--- config.mk ---
export PLATFORM = sky130hd
export DESIGN_NAME = bh1750_i2c_target
export DESIGN_NICKNAME = d
export VERILOG_FILES = /design/src/rtl/bh1750_i2c_target.sv
export SDC_FILE = /design/constraint.sdc
export NUM_CORES = 1
export LEC_CHECK = 0
export CAP_MARGIN = 5
export CORE_MARGIN = 2
export CORE_UTILIZATION = 40
export DETAILED_ROUTE_END_ITERATION = 7
export DONT_BUFFER_PORTS = 1
export RECOVER_POWER = 50
export SYNTH_ARGS = -nofsm -noshare
export SYNTH_HDL_FRONTEND = slang
export SYNTH_SLANG_ARGS = --single-unit
--- constraint.sdc ---
create_clock -name clk -period 4.04 [get_ports clk]
set_input_delay 1.01 -clock clk [delete_from_list [all_inputs] [get_ports clk]]
set_output_delay 1.01 -clock clk [all_outputs]
set_load 0.01 [all_outputs]
--- src/rtl/bh1750_i2c_target.sv ---
// BH1750FVI ambient-light sensor stand-in on an I2C bus (target side).
// Receives power and measurement opcodes, runs a measurement timer and
// returns the 16-bit result big-endian on reads.
//
// state     | meaning
// ----------+-------------------------------------------------------------
// IDLE      | bus free, or after STOP
// ADDR      | shifting in the address byte
// ADDR_ACK  | address matched, driving ACK in the ninth clock
// CMD       | shifting in a command byte
// CMD_ACK   | driving ACK for a command byte
// TX        | shifting a result byte out MSB first
// TX_ACKCHK | SDA released, sampling the master ACK/NACK
// IGNORE    | not addressed, or master NACKed; wait for START/STOP
module bh1750_i2c_target #(
   parameter logic [6:0]  DEV_ADDR    = 7'h23,
   parameter logic [23:0] MEAS_CYCLES = 24'd800000
) (
   input  logic        clk,
   input  logic        rst,
   input  logic        scl_i,
   input  logic        sda_i,
   output logic        sda_oe,
   input  logic [15:0] lux_in,
   output logic        powered,
   output logic        meas_busy,
   output logic        cmd_valid,
   output logic [7:0]  cmd_byte,
   output logic [15:0] data_reg
);

   typedef enum logic [2:0] {
      IDLE, ADDR, ADDR_ACK, CMD, CMD_ACK, TX, TX_ACKCHK, IGNORE
   } state_t;

   // [0] first sync stage, [1] synchronized value, [2] delayed copy
   logic [2:0]  scl_q, sda_q;
   state_t      state_q, state_d;
   logic [3:0]  cnt_q, cnt_d;
   logic [7:0]  shift_q, shift_d;
   logic [15:0] tx_q, tx_d;
   logic [7:0]  out_q, out_d;
   logic        hi_q, hi_d;
   logic        sda_oe_q, sda_oe_d;
   logic        cmd_valid_q, cmd_valid_d;
   logic [7:0]  cmd_byte_q, cmd_byte_d;
   logic        powered_q, powered_d;
   logic        busy_q, busy_d;
   logic        oneshot_q, oneshot_d;
   logic [23:0] timer_q, timer_d;
   logic [15:0] data_q, data_d;
   logic [7:0]  next_byte;

   wire scl_s     = scl_q[1];
   wire sda_s     = sda_q[1];
   wire scl_rise  = scl_q[1] & ~scl_q[2];
   wire scl_fall  = ~scl_q[1] & scl_q[2];
   wire bus_start = scl_s & ~sda_q[1] & sda_q[2];
   wire bus_stop  = scl_s & sda_q[1] & ~sda_q[2];
   wire expire    = busy_q && (timer_q == 24'd1);

   // Synchronizers reset to the idle-bus level so reset release makes no edge
   always_ff @(posedge clk or negedge rst) begin
      if (!rst) begin
         scl_q <= 3'b111;
         sda_q <= 3'b111;
      end else begin
         scl_q <= {scl_q[1:0], scl_i};
         sda_q <= {sda_q[1:0], sda_i};
      end
   end

   // Bus FSM and measurement state registers
   always_ff @(posedge clk or negedge rst) begin
      if (!rst) begin
         state_q     <= IDLE;
         cnt_q       <= 4'd0;
         shift_q     <= 8'd0;
         tx_q        <= 16'd0;
         out_q       <= 8'd0;
         hi_q        <= 1'b0;
         sda_oe_q    <= 1'b0;
         cmd_valid_q <= 1'b0;
         cmd_byte_q  <= 8'd0;
         powered_q   <= 1'b0;
         busy_q      <= 1'b0;
         oneshot_q   <= 1'b0;
         timer_q     <= 24'd0;
         data_q      <= 16'd0;
      end else begin
         state_q     <= state_d;
         cnt_q       <= cnt_d;
         shift_q     <= shift_d;
         tx_q        <= tx_d;
         out_q       <= out_d;
         hi_q        <= hi_d;
         sda_oe_q    <= sda_oe_d;
         cmd_valid_q <= cmd_valid_d;
         cmd_byte_q  <= cmd_byte_d;
         powered_q   <= powered_d;
         busy_q      <= busy_d;
         oneshot_q   <= oneshot_d;
         timer_q     <= timer_d;
         data_q      <= data_d;
      end
   end

   // The byte after an ACK alternates high/low from the same shadow
   assign next_byte = hi_q ? tx_q[7:0] : tx_q[15:8];

   // Bus FSM next state; START/STOP override whatever byte is in flight
   always_comb begin
      state_d     = state_q;
      cnt_d       = cnt_q;
      shift_d     = shift_q;
      tx_d        = tx_q;
      out_d       = out_q;
      hi_d        = hi_q;
      sda_oe_d    = sda_oe_q;
      cmd_valid_d = 1'b0;
      cmd_byte_d  = cmd_byte_q;
      if (bus_start) begin
         state_d  = ADDR;
         cnt_d    = 4'd0;
         sda_oe_d = 1'b0;
      end else if (bus_stop) begin
         state_d  = IDLE;
         sda_oe_d = 1'b0;
      end else begin
         case (state_q)
            ADDR, CMD: begin
               if (scl_rise && cnt_q != 4'd8) begin
                  shift_d = {shift_q[6:0], sda_s};
                  cnt_d   = cnt_q + 4'd1;
               end else if (scl_fall && cnt_q == 4'd8) begin
                  if (state_q == CMD) begin
                     sda_oe_d = 1'b1;
                     state_d  = CMD_ACK;
                  end else if (shift_q[7:1] == DEV_ADDR) begin
                     sda_oe_d = 1'b1;
                     state_d  = ADDR_ACK;
                  end else begin
                     state_d  = IGNORE;
                  end
               end
            end
            ADDR_ACK: begin
               if (scl_fall) begin
                  cnt_d = 4'd0;
                  if (shift_q[0]) begin
                     tx_d     = data_q;
                     out_d    = data_q[15:8];
                     hi_d     = 1'b1;
                     sda_oe_d = ~data_q[15];
                     state_d  = TX;
                  end else begin
                     sda_oe_d = 1'b0;
                     state_d  = CMD;
                  end
               end
            end
            CMD_ACK: begin
               if (scl_fall) begin
                  sda_oe_d    = 1'b0;
                  cmd_valid_d = 1'b1;
                  cmd_byte_d  = shift_q;
                  cnt_d       = 4'd0;
                  state_d     = CMD;
               end
            end
            TX: begin
               if (scl_rise && cnt_q != 4'd8) begin
                  cnt_d = cnt_q + 4'd1;
               end else if (scl_fall && cnt_q == 4'd8) begin
                  sda_oe_d = 1'b0;
                  state_d  = TX_ACKCHK;
               end else if (scl_fall) begin
                  out_d    = {out_q[6:0], 1'b0};
                  sda_oe_d = ~out_q[6];
               end
            end
            TX_ACKCHK: begin
               if (scl_rise && sda_s) begin
                  state_d = IGNORE;
               end else if (scl_fall) begin
                  hi_d     = ~hi_q;
                  out_d    = next_byte;
                  sda_oe_d = ~next_byte[7];
                  cnt_d    = 4'd0;
                  state_d  = TX;
               end
            end
            default: sda_oe_d = 1'b0;
         endcase
      end
   end

   // Command decode and measurement down-counter; power-off beats expiry
   always_comb begin
      powered_d = powered_q;
      busy_d    = busy_q;
      oneshot_d = oneshot_q;
      timer_d   = busy_q ? timer_q - 24'd1 : timer_q;
      data_d    = data_q;
      if (expire) begin
         data_d = lux_in;
         if (oneshot_q) begin
            powered_d = 1'b0;
            busy_d    = 1'b0;
         end else begin
            timer_d = MEAS_CYCLES;
         end
      end
      if (cmd_valid_q) begin
         case (cmd_byte_q)
            8'h00: begin
               powered_d = 1'b0;
               busy_d    = 1'b0;
               data_d    = data_q;
            end
            8'h01: powered_d = 1'b1;
            8'h07: if (powered_q) data_d = 16'd0;
            8'h10, 8'h11, 8'h13: begin
               if (powered_q) begin
                  busy_d    = 1'b1;
                  oneshot_d = 1'b0;
                  timer_d   = MEAS_CYCLES;
               end
            end
            8'h20, 8'h21, 8'h23: begin
               if (powered_q) begin
                  powered_d = 1'b1;
                  busy_d    = 1'b1;
                  oneshot_d = 1'b1;
                  timer_d   = MEAS_CYCLES;
               end
            end
            default: ;
         endcase
      end
   end

   assign sda_oe    = sda_oe_q;
   assign powered   = powered_q;
   assign meas_busy = busy_q;
   assign cmd_valid = cmd_valid_q;
   assign cmd_byte  = cmd_byte_q;
   assign data_reg  = data_q;

endmodule

[Yosys cells after proc, flatten, opt, wreduce, memory -nomap -nowiden]
Cells that the tools add are included.
Storage, ports and cells
  logic and storage cells: 177
  output and inout bits: 28
  register bits after elaboration: 98
  input bits: 20
Operators by class
  eq/ne operators: 42
  bitwise logic cells: 16
  reductions and logical operators: 25
  add/subtract/negate cells: 2
  mux-type cells: 76
Operator list (count)
  $mux 24: 6
  $mux 7: 7
  $mux 16: 3
  $mux 3: 13
  $ne 4x4->1 const B: 9
  $mux 1: 32
  $pmux 16 s2: 1
  $eq 24x1->1 const B: 1
  $eq 8x5->1 const B: 3
  $eq 8x6->1 const B: 3
  $sub 24x1->24 const B: 1
  $ne 2x2->1 const B: 11
  $pmux 7 s3: 1
  $mux 4: 5
  $reduce_and 4->1: 4
  $ne 5x5->1 const B: 3
  $pmux 3 s5: 1
  $pmux 4 s3: 1
  $not 1->1: 10
  $reduce_and 10->1: 1
  $eq 3x3->1 const B: 3
  $reduce_and 9->1: 1
  $reduce_or 3->1: 3
  $eq 8x1->1 const B: 1
  other kinds (24): 37

[Longest topological paths before layout]
  depth in word-level cells: 8
  gate-level depth with buffers: 8
  gate-level depth less buffers: 7

[Worst setup path after synthesis]
Ideal clock, no wire load.
  kind: reg-to-reg
  start: reg cnt_q[0]
  end: reg out_q[0]
  required time: 3.915 ns
  setup slack: 1.856 ns
  library setup time: 0.125 ns
  cell stages (with the launch flop): 9
  arrival: 2.059 ns
  buffers on the path: 1
  period minus slack after synthesis: 2.184 ns
  cell sequence: dfrtp_1 -> inv_1 -> ha_1 -> and3b_1 -> and2_1 -> o32a_1 -> or3_1 -> buf_6 -> mux2_4
Between the ends
  cells in the longest elaborated chain, start to end: 4
  elaborated cells on any way between the ends: 7
  classes of those cells: 4 x eq/ne; 3 x reduce/logical
Ends and longest elaborated chain
  from (decl): line 39  | logic [3:0] cnt_q, cnt_d;
  from (signal assigned): line 92  | cnt_q <= cnt_d;
  $eq 4x4->1 / $ne 4x4->1 (equally long branches): line 174, 172
  $logic_and 1x1->1, on equally long branches: line 174, 172
  $ne 2x2->1 (no line)
  $reduce_and 10->1 (no line) *
  to (signal assigned): line 95  | out_q <= out_d;
  to (decl): line 42  | logic [7:0] out_q, out_d;
Every way passes the cells marked *; elsewhere a longest branch is shown, timed or not.
A chain may end at the register's enable or synchronous reset.

[Worst setup path after layout]
  start: reg state_q[2]
  end: reg out_q[6]
Between the ends
  cells in the longest elaborated chain, start to end: 3
  elaborated cells on any way between the ends: 13
  classes of those cells: 10 x eq/ne; 1 x mux; 2 x reduce/logical
Ends and longest elaborated chain
  from (decl): line 38  | state_t state_q, state_d;
  from (signal assigned): line 91  | state_q <= state_d;
  $eq 3x3->1 / $eq 3x2->1 (equally long branches): line 130  | case (state_q)
  $ne 2x2->1 (no line) / $reduce_bool 3->1 (equally long branches)
  $reduce_and 10->1 (no line)
Parallel ways exist; a longest one is shown, timed or not.

==> results.toml <==
[run_status]
outcome = "finished clean"

[worst_setup_path]
worstPathArrival_ps = 2860
worstPathRequired_ps = 4270
critical_path_class = "register to register"
cp-start-kind = "register"
cp_max_fo = 18
cp-end-kind = "register"

[global_routing]
grt_pass1_vias = 3269
grt_use_total_pct = 16.21
grt_first_pass_wirelength_mm = 16.48
antenna_found_initial = 0
grt_overflow_total = 0
grt_start_max_net_pins = 99

[synth]
ys_warn_count = 0
synthAdderAreaFrac_pct = 1.022
yosysUniqueCellTypes = 58
synth-seq-cells = 98
synthSimpleGateAreaFrac_pct = 16.59
synthMuxAreaShare_pct = 14.39
synth_top_area_share_pct = 47.02
async_reset_ff_share_pct = 100.0
synth_area_leaders = "dfrtp_1 47%, mux2_2 7.1%, mux2i_1 5.1%"
syn_area_mm2 = 0.004896
synth_top_family_by_area = "simple AND/OR/NAND/NOR gates"
syn_nets = 474
synth_xor_area_share_pct = 4.472
synth_compound_area_share_pct = 10.07
synth.largest_area_cell = "dfrtp_1"
synth-edff-count = 0
synthFlopType = "dfrtp_1"
yosysSeqAreaShare_pct = 50.24
syn_avg_cell_area_um2 = 10.88
syn-instance-count = 450

[layout]
final_cell_mix = "92 x dfrtp_1, 65 x nor2_1, 31 x mux2_2"
syn2layout_area_growth_pct = 8.280
layout.area.seq_mm2 = 0.002460
antenna_cells = 0
design_area_mm2 = 0.005301
nFillCells = 1111
nets = 468
multi_input_area_mm2 = 0.002283
layout-drive-gt1-share_pct = 15.81
largest_reg_flops = 24
final_common_cell = "dfrtp_1"

[routing]
drt_first_iter_violations = 193
postRouteAntennaNets = 0
dr.pass1.iters = 4
routed_via_density = 5.562
route.detailed.drc = 0
avgRoutedWirePerCell_um = 16.48
finalWirelength_mm = 9.820
vias = 3315

[power]
leakagePower_nw = 2.521
sw_frac_of_total_pct = 23.12
powerDensity_mw_per_mm2 = 395.0
p_seq_share_pct = 53.5
p_switching_mw = 0.4840
power_frac_comb_pct = 5.7
internal_power_mw = 1.610
p_clk_share_pct = 40.9
ir_drop_mv = 0.1795

[floorplanning]
die_area_mm2 = 0.01314
start_util_pct = 40.93
ioPinCount = 48
dieHeight_um = 114.6
num_rows = 40
die_width_um = 114.6
core-area_mm2 = 0.01196

[cts]
h-tree-depth = 3
cts_resized = 0
cts_tree = "yes"
root_buffer = "clkbuf_16"
clock_sinks = 98
clk_latency_ps = 350
hold_buffers = 0
cts-buffers-inserted = 9
postCtsSetupBuffers = 0
path_clk_slew_ps = 70
cts_buffer_depth = 2

[sta]
fmax_ghz = 0.3797
relSlewSlack_pct = 46.57
skew_ps = 7.779
worstMarginPinSlew_ps = 801.0
layout_min_cycle_time_ps = 2634
slew_viol_final = 0
holdWs_ps = 360.7
layout_setup_ws_ps = 1406
setup_viol = 0
hold_violations = 0
rsz0062_at_grt = "false"
fin_crit_sh_pct = 65.19
tns_ps = 0

[place]
io_buffers = 0
gp_congestion = 0.9039
dp_hpwl_mm = 6.770
place_ws_ps = 1438
placed_area_mm2 = 0.004999

[hold_path]
hold_path.class = "input port to asynchronous set/reset pin"

[flow_run]
drv_cap = 0
cells by family after synthesis:
family | after synthesis
xor+xnor | 25
buf+inv | 33
compound gates | 70
simple gates | 157
mux | 63
flops | 98
fa+ha+maj | 4
critical path, stage by stage (launching register included):
cell     delay (ps)
dfrtp_1         650
nor2b_1         480
nand2_1         130
o32a_1          350
or3_1           550
mux2_4          350
through the flow:
step	total power, mW	std cells	utilization (%)
floorplan	1.217	450	-
global placement	1.252	580	41.79
detailed placement	1.261	580	41.79
CTS	2.126	596	44.32
global route	2.190	596	44.32
finish	2.094	596	44.32
routing by layer:
metal	wire length [um]	vias up	global-route usage, %
met1	4354	1664	20.46
met5	0	-	0
met3	607	9	5.611
li1	-	1587	-
met4	120	0	6.585
met2	4738	55	25.48
final timing paths:
| kind | startpoint | end | slack [ps] | cells past startpoint |
|---|---|---|---|---|
| setup / recovery | state_q[2]$_DFFE_PN0P_ | out_q[6]$_DFFE_PN0P_ | 1410 | 5 |
| max in group asynchronous | rst | scl_q[2]$_DFF_PN1_ | 3410 | 0 |
| hold / removal | rst | out_q[0]$_DFFE_PN0P_ | 360 | 0 |
| setup reg to reg | state_q[2]$_DFFE_PN0P_ | out_q[6]$_DFFE_PN0P_ | 1410 | 5 |
| min in group clk | scl_q[0]$_DFF_PN1_ | scl_q[1]$_DFF_PN1_ | 360 | 0 |
| hold reg to reg | scl_q[0]$_DFF_PN1_ | scl_q[1]$_DFF_PN1_ | 360 | 0 |
power by group through the flow:
stage | Sequential [mW] | Combinational, mW | Clock (mW)
final | 1.12 | 0.119 | 0.855
after global routing | 1.13 | 0.136 | 0.922
after CTS | 1.12 | 0.121 | 0.883
after detailed placement | 1.14 | 0.120 | 0
after global placement | 1.14 | 0.115 | 0
after floorplan | 1.11 | 0.112 | 0
cells in the mapped netlist (4+ instances only):
library cell and instances:
o31ai_1 4, clkbuf_1 11, mux2_2 31, mux2_4 7, a21oi_1 18, nor3_1 11
ha_1 4, nand2_1 20, dfstp_2 6, nor2b_1 4, nor2_1 65, mux2i_1 25
inv_1 11, dfrtp_1 92, xor2_1 12, nor4_1 5, a22o_1 7, nand4_1 5
o21ai_0 14, xnor2_1 13, nand3_1 13, or3_1 6, a22oi_1 6, nand2b_1 8
buf_4 4
layout make-up:
type | count | area share, %
inverter | 13 | 0.9205
multi-input combinational | 319 | 43.07
tap | 147 | 3.469
clock inverter | 1 | 0.09441
timing repair buffer | 3 | 0.4248
sequential | 98 | 46.40
clock buffer | 15 | 5.617
Power figures use the tool's default switching activity.
==> RTL change 1 (config.mk and constraints unchanged) <==
The 8 states of `state_t` get a one-hot encoding in 8 bits.
--- a/src/rtl/bh1750_i2c_target.sv
+++ b/src/rtl/bh1750_i2c_target.sv
@@ -29,8 +29,8 @@
    output logic [15:0] data_reg
 );
 
-   typedef enum logic [2:0] {
-      IDLE, ADDR, ADDR_ACK, CMD, CMD_ACK, TX, TX_ACKCHK, IGNORE
+   typedef enum logic [7:0] {
+      IDLE = 8'b00000001, ADDR = 8'b00000010, ADDR_ACK = 8'b00000100, CMD = 8'b00001000, CMD_ACK = 8'b00010000, TX = 8'b00100000, TX_ACKCHK = 8'b01000000, IGNORE = 8'b10000000
    } state_t;
 
    // [0] first sync stage, [1] synchronized value, [2] delayed copy
Check against the original RTL: same outputs for any inputs over 10 cycles, from zero or initial values and one cycle with rst low; not proved beyond that.
==> RTL change 1 against the unedited design <==
- clock skew barely moved
- worst setup slack got worse by 0.021 ns
- sequential cell count increased by 5
- non-clock buffer count fell by 1
- clock power is 4.3% higher
- power grew 0.40%
- sequential share of layout area grew 1.2 points
- cell area increased by 2.5%
- via count rose by 4.0%
- routed wire length up 4.0%
- combinational power fell by 8%
- area after synthesis increased by 2.0%
- largest cell class unchanged
==> RTL change 1: results (changes against the unedited design) <==
| Metric | Value |
|---|---|
| Status | complete, no violations |
| Internal | 1600 uW (-0.34%) |
| Area contributors post-synth | dfrtp_1, mux2_2, mux2i_1 |
| Ant diodes | 0 (unchanged) |
| Clock Path Buffers | 2 (unchanged) |
| Initial DRT Pass Iterations | 5 (+1) |
| DP HPWL | 6910 microns (+2.1%) |
| PostCTS Resize Cnt | 0 (unchanged) |
| CP arrival | 2.86 ns (about the same) |
| Slowest Stage Delay on Critical Path | 0.66 ns |
| Max FO, Critical Path | 10 (-8) |
| Clock transition at path regs | 0.07 ns (about the same) |
| Commonest cells post-synth | dfrtp_1, nor2_1, nand2_1, mux2_2, mux2i_1 |
| Port bufs | 0 (unchanged) |
| Via-to-Cell Ratio | 5.55 (-0.20%) |
| Synth unique cells | 61 (+5.2%) |
| Pin count of the biggest net entering global routing | 104 (+5.1%) |
| Layout cell share with drive strength beyond 1 | 14.8% (-1.0 points) |
| Initial antenna violation count | 0 (unchanged) |
| Max reg flops | 24 (unchanged) |
| Clk_skew | 0.00758 ns (-0.000196 ns) |
| Clk root buf | clkbuf_16 |
| Relative slew margins | 28.9% (-18 points) |
| Number of global-route vias before repair | 3,497 (+7.0%) |
| Post-CTS Setup Bufs | 0 (unchanged) |
| First-pass GRT wire length | 17,500 microns (+6.4%) |
| Synthesis Warnings | 0 (unchanged) |
| Num CTS Buffers | 9 (unchanged) |
| Pleak | 0.00246 uW (-2.3%) |
| H-tree levels | 3 (unchanged) |
| DRT iter0 DRCs | 307 (+59%) |
| Register area share after synthesis | 51.8% (+1.6 points) |
| Nets | 472 (+0.85%) |
| Clock Latency Late Sink | 0.35 ns (about the same) |
| Synthesized Nets | 478 (+0.84%) |
| Async S/R FF share, synth | 100% (unchanged) |
| Gr usage total | 16.7% (+0.52 points) |
| CP max-delay cell | nand4_1 |
| Post-Route WL | 10,200 microns (+4.0%) |
| Final GP Congestion | 0.911 (+0.82%) |
| Worst min path class | in2async |
| VDD IR max | 385 uV (+110%) |
-- RTL change 1: changes by cell type after synthesis, sizes merged, moves of 5 or more --
cell and change:
a21oi -12, a22o -7, mux2 -6, a22oi -6, nor2 -10, a221oi +5
nor4b +8, nand2 +14, nor4 +5
-- RTL change 1: layout make-up --
type / instances / area, sq um
Inverter: 11 / 41.3
Clock buffer: 10 / 239
Sequential cell: 103 / 2590
Timing Repair Buffer: 2 / 15.0
Multi-Input combinational cell: 321 / 2270
Fill cell: 1172 / 6680
Clock inverter: 6 / 68.8
Tap cell: 168 / 210
-- RTL change 1: layer usage --
layer / global-route usage (%) / part of all wire [%] / routed length (microns)
met1: 22.0 / 46 / 4740
met2: 26.1 / 47 / 4760
met3: 5.54 / 5.7 / 578
met4: 5.79 / 1.4 / 140
met5: 0 / 0 / 0
-- RTL change 1: path summary, 6_finish.rpt --
check,start,to,slack (ns),cells after the start
worst max-delay path,state_q[6]$_DFFE_PN0P_,cnt_q[2]$_DFFE_PN0P_,1.39,4
worst min-delay path,rst,timer_q[2]$_DFF_PN0_,0.35,0
worst max register to register,state_q[6]$_DFFE_PN0P_,cnt_q[2]$_DFFE_PN0P_,1.39,4
worst min register to register,scl_q[0]$_DFF_PN1_,scl_q[1]$_DFF_PN1_,0.36,0
max in group asynchronous,rst,sda_q[0]$_DFF_PN1_,3.45,0
min in group clk,scl_q[0]$_DFF_PN1_,scl_q[1]$_DFF_PN1_,0.36,0
-- RTL change 1: critical path: cells and delay by family, from the launching register on --
kind	cells	cell delay, ns
simple gates	2	1.20
compound gates	2	0.78
flops	1	0.52
-- RTL change 1: power groups by stage --
stage               combinational (uW)  sequential, uW  clock [uW]
floorplan                         86.8            1110           0
detailed placement                 108            1120           0
global route                       126            1100         965
global placement                   107            1120           0
CTS                                107            1100         923
finish                             109            1100         892
-- RTL change 1: cells by family after synthesis --
family / after synthesis / synth area share (%)
mux: 58 / 12.4
compound gates: 57 / 8.20
simple gates: 175 / 18.9
buf+inv: 30 / 2.91
flops: 103 / 51.8
fa+ha+maj: 4 / 1.00
xor+xnor: 27 / 4.74
-- RTL change 1: per-stage QoR --
stage	worst slack [ns]	cells	hold slack [ns]	cell area, sq um
after floorplan	1.73	454	0.345	4990
after global placement	1.50	605	0.348	5130
after detailed placement	1.44	605	0.347	5130
after CTS	1.44	621	0.329	5440
after global routing	1.12	621	0.331	5440
final	1.39	621	0.350	5440
==> RTL change 2 (config.mk and constraints unchanged) <==
Made on the original files. `MEAS_CYCLES`: 24'd800000 -> 24'd400000.
--- a/src/rtl/bh1750_i2c_target.sv
+++ b/src/rtl/bh1750_i2c_target.sv
@@ -14,7 +14,7 @@
 // IGNORE    | not addressed, or master NACKed; wait for START/STOP
 module bh1750_i2c_target #(
    parameter logic [6:0]  DEV_ADDR    = 7'h23,
-   parameter logic [23:0] MEAS_CYCLES = 24'd800000
+   parameter logic [23:0] MEAS_CYCLES = 24'd400000
 ) (
    input  logic        clk,
    input  logic        rst,
Check against the original RTL: same outputs for any inputs over 10 cycles, from zero or initial values and one cycle with rst low; that may be too few to reach the edited logic, so the function may still have changed.
==> RTL change 2 against the unedited design <==
- cell area shrank 1.9%
- sequential share of layout area grew 0.90 points
- sequential cell count is the same
- clock power shrank 12%
- routed wire length shrank 1.4%
- global-route usage shrank 0.067 points
- power shrank 4.9%
- synthesized cell count shrank 2.0%
- area after synthesis shrank 1.5%
- worst setup slack lost 0.087 ns
- critical endpoint is now timer_q[6]$_DFF_PN0_
- highest routed layer unchanged
==> RTL change 2: results (changes against the unedited design) <==
| Metric | Value |
|---|---|
| Synth unique cells | 57 (-1.7%) |
| Pleak | 0.00233 uW (-7.6%) |
| Clk_skew | 0.00299 ns (-0.00479 ns) |
| Layout cell share with drive strength beyond 1 | 17.2% (+1.4 points) |
| XOR/XNOR share of the synthesized area | 4.36% (-0.11 points) |
| Dpl cells | 573 (-1.2%) |
| DP HPWL | 6660 microns (-1.7%) |
| Delay-heaviest family, CP | simple AND/OR/NAND/NOR gates |
| Status | complete, no violations |
| Nets | 461 (-1.5%) |
| Via-to-Cell Ratio | 5.53 (-0.57%) |
| First-pass GRT wire length | 16,500 microns (about the same) |
| DRT iter0 DRCs | 232 (+20%) |
| Final GP Congestion | 0.795 (-12%) |
| Slowest Stage Delay on Critical Path | 0.57 ns (-0.08 ns) |
| Tightest Pin Transition | 0.827 ns (+0.0260 ns) |
| CP arrival | 2.91 ns (+0.05 ns) |
| Drt wl/cell | 16.5 microns (about the same) |
| Finished Layout Cells | 588 (-1.3%) |
| Post-DP Area | 4950 sq um (-1.1%) |
| Gr usage total | 16.1% (-0.067 points) |
| Synthesized instance count | 441 (-2.0%) |
| CP max-delay cell | o21ai_2 |
| Mux contribution to synthesized area | 14.3% (-0.087 points) |
| Compound-Gate Fraction of Synth Area | 9.94% (-0.13 points) |
| Max FO, Critical Path | 17 (-1) |
| Ant diodes | 0 (unchanged) |
| Pre-CTS setup slack | 1.31 ns (-0.133 ns) |
[RTL change 2: cell count changes after synthesis, moves of 6 or more]
cell and change:
nor2_1 -19, nor2_2 +9, o21ai_0 +8, mux2_4 -7
nand3_1 -7, xor2_1 -7, mux2_2 +6, xnor2_1 +6
[RTL change 2: worst paths after layout]
kind	startpoint	endpoint	slack (ns)	depth (start not counted)
max	timer_q[8]$_DFF_PN0_	timer_q[6]$_DFF_PN0_	1.32	5
min	rst	timer_q[4]$_DFF_PN0_	0.36	0
max reg2reg	timer_q[8]$_DFF_PN0_	timer_q[6]$_DFF_PN0_	1.32	5
min reg2reg	sda_q[0]$_DFF_PN1_	sda_q[1]$_DFF_PN1_	0.36	0
max in group asynchronous	rst	sda_q[0]$_DFF_PN1_	3.45	0
min in group clk	sda_q[0]$_DFF_PN1_	sda_q[1]$_DFF_PN1_	0.36	0
[RTL change 2: per-layer routing]
metal  GRT usage [%]  share of wire, %
met5               0                 0
met4            4.07              0.90
met3            5.53               5.8
met2            25.1                46
met1            21.9                47
[RTL change 2: logic make-up (layout without fill, tap and decap cells)]
kind of cell             Yosys count  after routing
AO/OA/AOI/OAI                     75             75
XOR/XNOR                          24             24
adder cells (fa/ha/maj)            4              4
buffers and inverters             27             27
flip-flops                        98             98
multiplexers                      64             64
AND/OR/NAND/NOR                  149            149
[RTL change 2: power by group]
group	leakage [uW]	switching (uW)	total [uW]	internal, uW
registers	0.00133	70.0	1110	1040
logic	0.000877	56.8	127	70.4
clock network	0.000122	340	753	412
[RTL change 2: area by class of cell]
class                           count  area (sq um)
Clock inverter                      3          17.5
Multi-Input combinational cell    316          2250
Tap cell                          147           184
Timing Repair Buffer                2          15.0
Clock buffer                       12           236
Inverter                           10          37.5
Fill cell                        1138          6710
Sequential cell                    98          2460
